[src/rtl/l2_arbiter.sv]
// rtl/l2_arbiter.sv - two-port L1-to-L2 miss arbiter with alternating tie break
module l2_arbiter #(
  parameter int ADDR_WIDTH = 16,
  parameter int LINE_WIDTH = 128
) (
  input  logic                  clk,
  input  logic                  reset_n,
  input  logic                  read_a,
  input  logic [ADDR_WIDTH-1:0] address_a,
  output logic [LINE_WIDTH-1:0] rdata_a,
  output logic                  resp_a,
  input  logic                  read_b,
  input  logic                  write_b,
  input  logic [ADDR_WIDTH-1:0] address_b,
  input  logic [LINE_WIDTH-1:0] wdata_b,
  output logic [LINE_WIDTH-1:0] rdata_b,
  output logic                  resp_b,
  output logic                  stall_cache2_miss,
  output logic                  mem_read,
  output logic                  mem_write,
  output logic [ADDR_WIDTH-1:0] mem_address,
  output logic [LINE_WIDTH-1:0] mem_wdata,
  input  logic [LINE_WIDTH-1:0] mem_rdata,
  input  logic                  mem_resp
);

  localparam logic [1:0] IDLE    = 2'd0;
  localparam logic [1:0] SERVE_A = 2'd1;
  localparam logic [1:0] SERVE_B = 2'd2;

  localparam logic GRANT_A = 1'b0;
  localparam logic GRANT_B = 1'b1;

  logic [1:0]            state_q, state_d;
  logic                  last_grant_q, last_grant_d;
  logic                  mem_read_q, mem_read_d;
  logic                  mem_write_q, mem_write_d;
  logic [ADDR_WIDTH-1:0] mem_address_q, mem_address_d;
  logic [LINE_WIDTH-1:0] mem_wdata_q, mem_wdata_d;
  logic [LINE_WIDTH-1:0] rdata_a_q, rdata_b_q;
  logic                  req_a, req_b;
  logic                  grant_a, grant_b;

  // Grant only from IDLE; a tie goes to whichever port did not win last time
  always_comb begin
    req_a   = read_a;
    req_b   = read_b | write_b;
    grant_a = 1'b0;
    grant_b = 1'b0;
    if (state_q == IDLE) begin
      grant_b = req_b & (!req_a | (last_grant_q == GRANT_A));
      grant_a = req_a & !grant_b;
    end
  end

  // Completion is same-cycle: response, returned line and stall release follow mem_resp
  always_comb begin
    resp_a            = (state_q == SERVE_A) & mem_resp;
    resp_b            = (state_q == SERVE_B) & mem_resp;
    stall_cache2_miss = (state_q == SERVE_B) & !mem_resp;
    rdata_a           = resp_a ? mem_rdata : rdata_a_q;
    rdata_b           = (resp_b && !mem_write_q) ? mem_rdata : rdata_b_q;
    mem_read          = mem_read_q;
    mem_write         = mem_write_q;
    mem_address       = mem_address_q;
    mem_wdata         = mem_wdata_q;
  end

  // Next state: latch the winner's request at grant, release the L2 channel on mem_resp
  always_comb begin
    state_d       = state_q;
    last_grant_d  = last_grant_q;
    mem_read_d    = mem_read_q;
    mem_write_d   = mem_write_q;
    mem_address_d = mem_address_q;
    mem_wdata_d   = mem_wdata_q;
    case (state_q)
      IDLE: begin
        if (grant_b) begin
          state_d       = SERVE_B;
          last_grant_d  = GRANT_B;
          mem_read_d    = !write_b;
          mem_write_d   = write_b;
          mem_address_d = address_b;
          mem_wdata_d   = wdata_b;
        end else if (grant_a) begin
          state_d       = SERVE_A;
          last_grant_d  = GRANT_A;
          mem_read_d    = 1'b1;
          mem_write_d   = 1'b0;
          mem_address_d = address_a;
        end
      end
      SERVE_A, SERVE_B: begin
        if (mem_resp) begin
          state_d     = IDLE;
          mem_read_d  = 1'b0;
          mem_write_d = 1'b0;
        end
      end
      default: begin
        state_d     = IDLE;
        mem_read_d  = 1'b0;
        mem_write_d = 1'b0;
      end
    endcase
  end

  // State and L2-side registers; reset drops strobes immediately
  always_ff @(posedge clk or negedge reset_n) begin
    if (!reset_n) begin
      state_q       <= IDLE;
      last_grant_q  <= GRANT_A;
      mem_read_q    <= 1'b0;
      mem_write_q   <= 1'b0;
      mem_address_q <= '0;
      mem_wdata_q   <= '0;
    end else begin
      state_q       <= state_d;
      last_grant_q  <= last_grant_d;
      mem_read_q    <= mem_read_d;
      mem_write_q   <= mem_write_d;
      mem_address_q <= mem_address_d;
      mem_wdata_q   <= mem_wdata_d;
    end
  end

  // Returned lines are held between responses; writebacks leave rdata_b alone
  always_ff @(posedge clk or negedge reset_n) begin
    if (!reset_n) begin
      rdata_a_q <= '0;
      rdata_b_q <= '0;
    end else begin
      if (resp_a) begin
        rdata_a_q <= mem_rdata;
      end
      if (resp_b && !mem_write_q) begin
        rdata_b_q <= mem_rdata;
      end
    end
  end

endmodule
[config.mk]
export PLATFORM = sky130hd
export DESIGN_NAME = l2_arbiter
export DESIGN_NICKNAME = d
export VERILOG_FILES = /design/src/rtl/l2_arbiter.sv
export SDC_FILE = /design/constraint.sdc
export NUM_CORES = 1
export LEC_CHECK = 0
export CORE_AREA = 2 2 271 273
export DETAILED_ROUTE_END_ITERATION = 12
export DIE_AREA = 0 0 273 275
export GPL_ROUTABILITY_DRIVEN = 0
export PLACE_DENSITY = 0.58
export SYNTH_ARGS = -nofsm -noshare
export SYNTH_HDL_FRONTEND = slang
export SYNTH_SLANG_ARGS = --single-unit
[constraint.sdc]
create_clock -name clk -period 2.5 [get_ports clk]
set_input_delay 0.5 -clock clk [delete_from_list [all_inputs] [get_ports clk]]
set_output_delay 0.5 -clock clk [all_outputs]
set_load 0.05 [all_outputs]
==> results of run 1 <==
[area by class of cell]
cell class              count  area, µm²  share of cell area, %
repair buffers            787       8300                   31.0
clock buffers              62       1340                   5.02
diodes                      3       7.51                 0.0281
well taps                 959       1200                   4.49
multi-input cells         471       5530                   20.7
inverters                   4       15.0                 0.0561
clock inverters            25        230                  0.861
flip-flops and latches    405      10100                   37.9
[how the worst min path moves through the flow]
stage | to | start | slack (ps)
floorplan | last_grant_q | reset_n | 200
global placement | mem_address[10] | mem_address[10] | 460
detailed placement | mem_address[2] | mem_address[2] | 470
CTS | mem_wdata[35] | reset_n | 460
global route | mem_wdata[95] | wdata_b[95] | 480
finish | mem_address[4] | mem_address[4] | 480
[cell families after synthesis]
logic type,count (synthesis)
buf+inv,54
flops,405
fa+ha+maj,3
mux,386
compound gates,39
simple gates,43
[per-stage QoR]
stage | hold slack [ps] | setup TNS, ps | utilization, % | area, µm² | setup slack [ps]
final | 476 | -80670 | 37.0 | 26800 | -385
after global routing | 481 | -107760 | 37.0 | 26700 | -486
after CTS | 459 | -103470 | 36.5 | 26400 | -471
after detailed placement | 466 | -32510 | 32.7 | 23700 | -213
after global placement | 464 | -23170 | 32.7 | 23700 | -161
after floorplan | 204 | 0 | - | 15700 | 72.9
[repair_timing]
item,4_1_cts,5_1_grt
hold buffers,1,0
pin swaps,2,2
buffers inserted,13,12
setup endpoints to repair,258,256
endpoints found under the hold margin,42,0
cloned,6,7
gates resized for setup,228,30
[registers in the layout (all words and copies together) (netlist names)]
register,cells
mem_read,1
rdata_a_q,128
mem_address,16
last_grant_q,1
mem_wdata,128
mem_write,1
rdata_b_q,128
state_q,2
[per-layer routing]
layer | GRT usage (%) | up-vias
met5 | 0 | -
met4 | 4.95 | 6
met3 | 3.92 | 89
met2 | 23.9 | 397
met1 | 17.2 | 5594
li1 | - | 4864
[worst max-delay path, delay by kind of cell (launching register included)]
family                     cells  cell delay [ps]
and+or+nand+nor                2              220
adders and majority gates      1              160
muxes                          1              340
buffers and inverters          5              680
DFF                            1              380
[Yosys cell counts (3+ instances only)]
master	n
dfrtp_1	405
mux2_2	286
mux2_4	98
buf_2	31
nand2_1	20
a21oi_1	17
nor2_1	17
o31ai_1	16
buf_6	11
clkbuf_1	7
inv_1	4
ha_1	3
==> summary.md, run 1 <==
| Metric | Value |
|---|---|
| RSZ-0062 raised after global routing | true |
| M1 WL | 22700 µm |
| Clock slew at reported path FFs | 60 ps |
| Slew Viols, Final | 0 |
| Die Footprint | 0.0751 mm² |
| Post-route ant nets | 0 |
| Final wirelength | 56700 µm |
| XOR/XNOR Fraction of Synth Area | 0% |
| Final Non-Filler Cells | 2716 |
| Clock Skews | 31.5 ps |
| Critical R2R Launch | state_q[1] |
| Simple logic cell fraction of the synthesized area | 1.11% |
| Post-Syn Instances | 930 |
| Synth warnings | 0 |
| Largest family of logic cells by synthesized area | multiplexers |
| Status | finished, violations left |
| Worst-Skew Late Latency | 590 ps |
| Fillers | 6884 |
| Largest net degree at the start of global routing | 58 |
| Hold Crit Class | reg2reg |
| Prevailing post-synth register cell | dfrtp_1 |
| Initial Utilization | 21.7% |
| Vias/cell | 4.03 |
| Critical path's slowest cell | dfrtp_1 |
| Worst-path cell chain | inv_2, ha_4, and2_4, nand2_4, buf_12, buf_12, buf_12, mux2_4, buf_12 |
| Rel. slew slack | 56.4% |
| Pre-antenna DRT Iters | 4 |
| Slew @ Worst Pin | 651 ps |
| Cell taking the most area after synthesis | dfrtp_1 |
| FMAX | 0.347 GHz |
| R2R setup slack | 600 ps |
| Post-synth EDFFs | 0 |
| Clock buffer depth | 3 |
| Max Fanout on Critical Path | 8 |
| Site Rows | 99 |
| Net Count, Synth | 1227 |
| Largest cells by area after synthesis | dfrtp_1 65%, mux2_2 21%, mux2_4 9.4% |
| Critical Path Max Stage Delay | 380 ps |
| Dpl hpwl | 41100 µm |
| Crit path launch type | flip-flop |
| Dpl cells | 2591 |
| Post-synth top area share | 64.7% |
| CTS buffer count | 47 |
| Hold Vio Cnt, Final | 0 |
| Drt initial violations | 343 |
| CP Capture Type | output pin |
| Synthesis-to-layout area growth | 70.8% |
| Chip width | 273 µm |
| Library cells used by synthesis | 24 |
| Register-to-Register Path Depth | 6 |
| Synth Register Bits | 405 |
| Nets | 2013 |
| Max-cap violations | 0 |
| First-pass GRT wire length | 79600 µm |
| End point of the critical path | rdata_b[17] |
| Setup CP Type | reg2out |
| WHS Path Cells | 2 |
| Via count | 11000 |
| CTS tree | done |
| Final Cycle Share | 115% |
| Crit path top cell by count | buf_12 |
| Routed len/inst | 20.9 µm |
| Crit path from | state_q[0] |
| I/O Buffers | 698 |
| DIE HEIGHT | 275 µm |
| Adder-Cell Fraction of Synth Area | 0.240% |
| Mapped cell area | 0.0157 mm² |
| Clock Sinks | 405 |
| Final Setup Violations | 256 |
| Grt ovf | 0 |
| WP data arrival | 2390 ps |
| Ys async rst share | 100% |
| DR top layer | met5 |
| Post-synthesis compound-gate area fraction | 1.81% |
| Setup slack after layout | -385 ps |
| Met2 WL | 28700 µm |
| Vias in the first global route | 11900 |
| Req. time, crit path | 2000 ps |
| Num ports | 699 |
| Violated checks | negative setup slack |
| Floorplan core area | 0.0723 mm² |
| RR Endpoint | mem_address[14] |
| DRC | 0 |
| Mux contribution to synthesized area | 30.1% |
| Sequential area share after synthesis | 64.7% |
| Initial antenna violation count | 6 |
| CTS H-tree lvls | 2 |
| Share of cells above drive strength 1 | 47.0% |
| Syn_area_per_cell | 16.8 µm² |
| Most frequent cells in the layout | 437 x clkdlybuf4s50_1, 405 x dfrtp_1, 221 x mux2_2 |
| Final min period | 2890 ps |
| DR WL met3 | 3710 µm |
| GRT Resource Usage Total | 14.1% |
| Most common cell after layout, fill and taps aside | clkdlybuf4s50_1 |
| Root Buffer | clkbuf_16 |
Power of run 1 is not shown: default switching activity piles up to over one toggle a cycle in this logic, so the estimate is an artifact.
==> run 2: changes to the inputs <==
--- a/config.mk
+++ b/config.mk
@@ -11,3 +11,5 @@
 export GPL_ROUTABILITY_DRIVEN = 0
+export HOLD_SLACK_MARGIN = 0.1
 export PLACE_DENSITY = 0.58
+export RECOVER_POWER = 50
 export SYNTH_ARGS = -nofsm -noshare
--- a/constraint.sdc
+++ b/constraint.sdc
@@ -3,2 +3,2 @@
 set_output_delay 0.5 -clock clk [all_outputs]
-set_load 0.05 [all_outputs]
+set_load 0.02 [all_outputs]
==> run 2 against run 1 <==
Net effect: the flow finishes with violations (max-capacitance violations, max-slew violations, negative setup slack); via count up 3.0%; hold slack worse by 1.7 ps; critical path depth up 1; non-clock buffer count up 104; flip-flop and latch count unchanged; register-to-register slack worse by 110 ps; sequential share of layout area down 2.0 points; die area unchanged; core utilization up 2.1 points; cell area up 5.6%; largest cell class unchanged.
==> summary.md, run 2 (synthesized netlist as in run 1, its figures left out) <==
| Metric | Value |
|---|---|
| Status | finished, violations left |
| Violated checks | max-capacitance violations, max-slew violations, negative setup slack |
| VDD IR-drop max | 0.894 mV |
| ANT cells | 0 (-3) |
| Most common cell after layout, fill and taps aside | clkdlybuf4s50_1 |
| Num ports | 699 (unchanged) |
| Critical Path Max Stage Delay | 420 ps (+40 ps) |
| Share of cells above drive strength 1 | 49.5% (+2.5 points) |
| FMAX | 0.342 GHz (-1.3%) |
| CTS tree | done |
| Slew Viols, Final | 56 (+56) |
| P_leak | 13.3 nW |
| Final min period | 2920 ps (+37.8 ps) |
| CTS buffer count | 47 (unchanged) |
| Routed len/inst | 20.6 µm (-1.4%) |
| WP data arrival | 2420 ps (+30 ps) |
| Grt ovf | 0 (unchanged) |
| Family with the most delay on the worst path | buffers and inverters |
| Pre-CTS WS | -598 ps (-384 ps) |
| Largest net degree at the start of global routing | 72 (+24%) |
| Initial Utilization | 21.7% (unchanged) |
| Rel. slew slack | -31.5% (-88 points) |
| First-pass GRT wire length | 81200 µm (+2.0%) |
| Clock Skews | 17.4 ps (-14.2 ps) |
| Vias/cell | 4.01 (-0.65%) |
| CP bufs+invs | 7 (+2) |
| Slew @ Worst Pin | 1970 ps (+1320 ps) |
| Final wirelength | 57900 µm (+2.2%) |
| Synthesis-to-layout area growth | 80.2% |
| Worst-Skew Late Latency | 570 ps (-20 ps) |
| Crit path launch type | flip-flop |
| Site Rows | 99 (unchanged) |
| Drt initial violations | 350 (+2.0%) |
| Post-Route Utilization | 39.0% (+2.1 points) |
| Clock Sinks | 405 (unchanged) |
| Hold Vio Cnt, Final | 0 (unchanged) |
| CP Capture Type | output pin |
| Vias in the first global route | 12300 (+2.8%) |
| Via count | 11300 (+3.0%) |
| Max-cap violations | 1 (+1) |
| Clock slew at reported path FFs | 60 ps (about the same) |
| Dpl cells | 2607 (+0.62%) |
| Placed Area | 0.0244 mm² (+3.1%) |
| Nets | 2117 (+5.2%) |
| Crit path top cell by count | buf_12 |
| Pwr Total | 43.3 mW |
| DRC | 0 (unchanged) |
| Setup CP Type | reg2out |
| Max Fanout on Critical Path | 8 (unchanged) |
| R2R setup slack | 490 ps (-110 ps) |
| Worst-path cell chain | buf_6, inv_4, ha_4, nand2_8, buf_12, buf_12, buf_12, buf_12, mux2_4, buf_6 |
| I/O Buffers | 698 (unchanged) |
| Clock buffer depth | 3 (unchanged) |
| Final Non-Filler Cells | 2816 (+3.7%) |
| Pre-antenna DRT Iters | 4 (unchanged) |
| RSZ-0062 raised after global routing | true |
| GRT Resource Usage Total | 14.4% (+0.27 points) |
| Req. time, crit path | 2000 ps (about the same) |
| Setup slack after layout | -423 ps (-37.8 ps) |
| Die Footprint | 0.0751 mm² (unchanged) |
| Power per cell area | 1530 mW/mm² |
| Final Cycle Share | 117% (+1.5 points) |
| Dpl hpwl | 41200 µm (+0.13%) |
| Final Setup Violations | 256 (unchanged) |
| Initial antenna violation count | 0 (-6) |
| CTS H-tree lvls | 2 (unchanged) |
| Post-route ant nets | 0 (unchanged) |
| Critical path's slowest cell | dfrtp_1 |
| Root Buffer | clkbuf_16 |
| DIE HEIGHT | 275 µm (unchanged) |
| Design Area, Final | 0.0282 mm² (+5.6%) |
| Floorplan core area | 0.0723 mm² (unchanged) |
| Most frequent cells in the layout | 438 x clkdlybuf4s50_1, 405 x dfrtp_1, 290 x mux2_4 |
| Chip width | 273 µm (unchanged) |
| Hold Crit Class | reg2reg |
[run 2: path summary, 6_finish.rpt]
| check | from | end | depth (start not counted) |
|---|---|---|---|
| max | state_q[1] | rdata_a[127] | 10 |
| min reg2reg | mem_address[5] | mem_address[5] | 2 |
| min in group asynchronous | reset_n | mem_wdata[67] | 2 |
| max reg2reg | state_q[1] | mem_address[10] | 8 |
| max in group asynchronous | reset_n | rdata_a_q[27] | 3 |
| min | mem_address[5] | mem_address[5] | 2 |
[run 2: routing by layer]
layer  vias up  wire length, µm  global-route usage, %
li1       5044                -                      -
met1      5745            22400                   16.6
met2       379            29800                   25.4
met3       111             3950                   4.24
met4         0             1760                   4.83
met5         -                0                      0
[run 2: final cells by class]
class | count | area (µm²)
timing repair buffer | 891 | 9350
sequential | 405 | 10100
fill | 6691 | 44100
clock inverter | 17 | 171
inverter | 4 | 17.5
tap | 959 | 1200
multi-input combinational | 471 | 6010
clock buffer | 69 | 1350
[run 2: where the power goes]
group | switching [mW] | internal (mW)
sequential | 1.40 | 9.94
combinational | 11.5 | 13.6
clock | 2.76 | 4.05
total | 15.7 | 27.6
[run 2: repair_timing]
action                                  in CTS  in global routing
buffers inserted                            53                 73
hold buffers                                 1                  0
endpoints found under the setup margin     257                257
cloned                                       8                  4
pin swaps                                    2                  2
resized for setup                         1382                428
hold endpoints to repair                    45                  0
[run 2: through the flow]
step | setup TNS, ps | hold slack, ps
2_1_floorplan | 0 | 204
3_3_place_gp | -126270 | 462
3_5_place_dp | -131650 | 466
4_1_cts | -96960 | 479
5_1_grt | -115330 | 498
6_report | -73380 | 474
[run 2: worst register-to-register path: cells and delay by family, from the launching register on]
| kind | cells | cell delay [ps] |
|---|---|---|
| buffers and inverters | 5 | 850 |
| DFF | 1 | 420 |
| AOI/OAI and AO/OA | 2 | 390 |
| adders and majority gates | 1 | 260 |
Note: power is estimated with default switching activity, not from simulation.
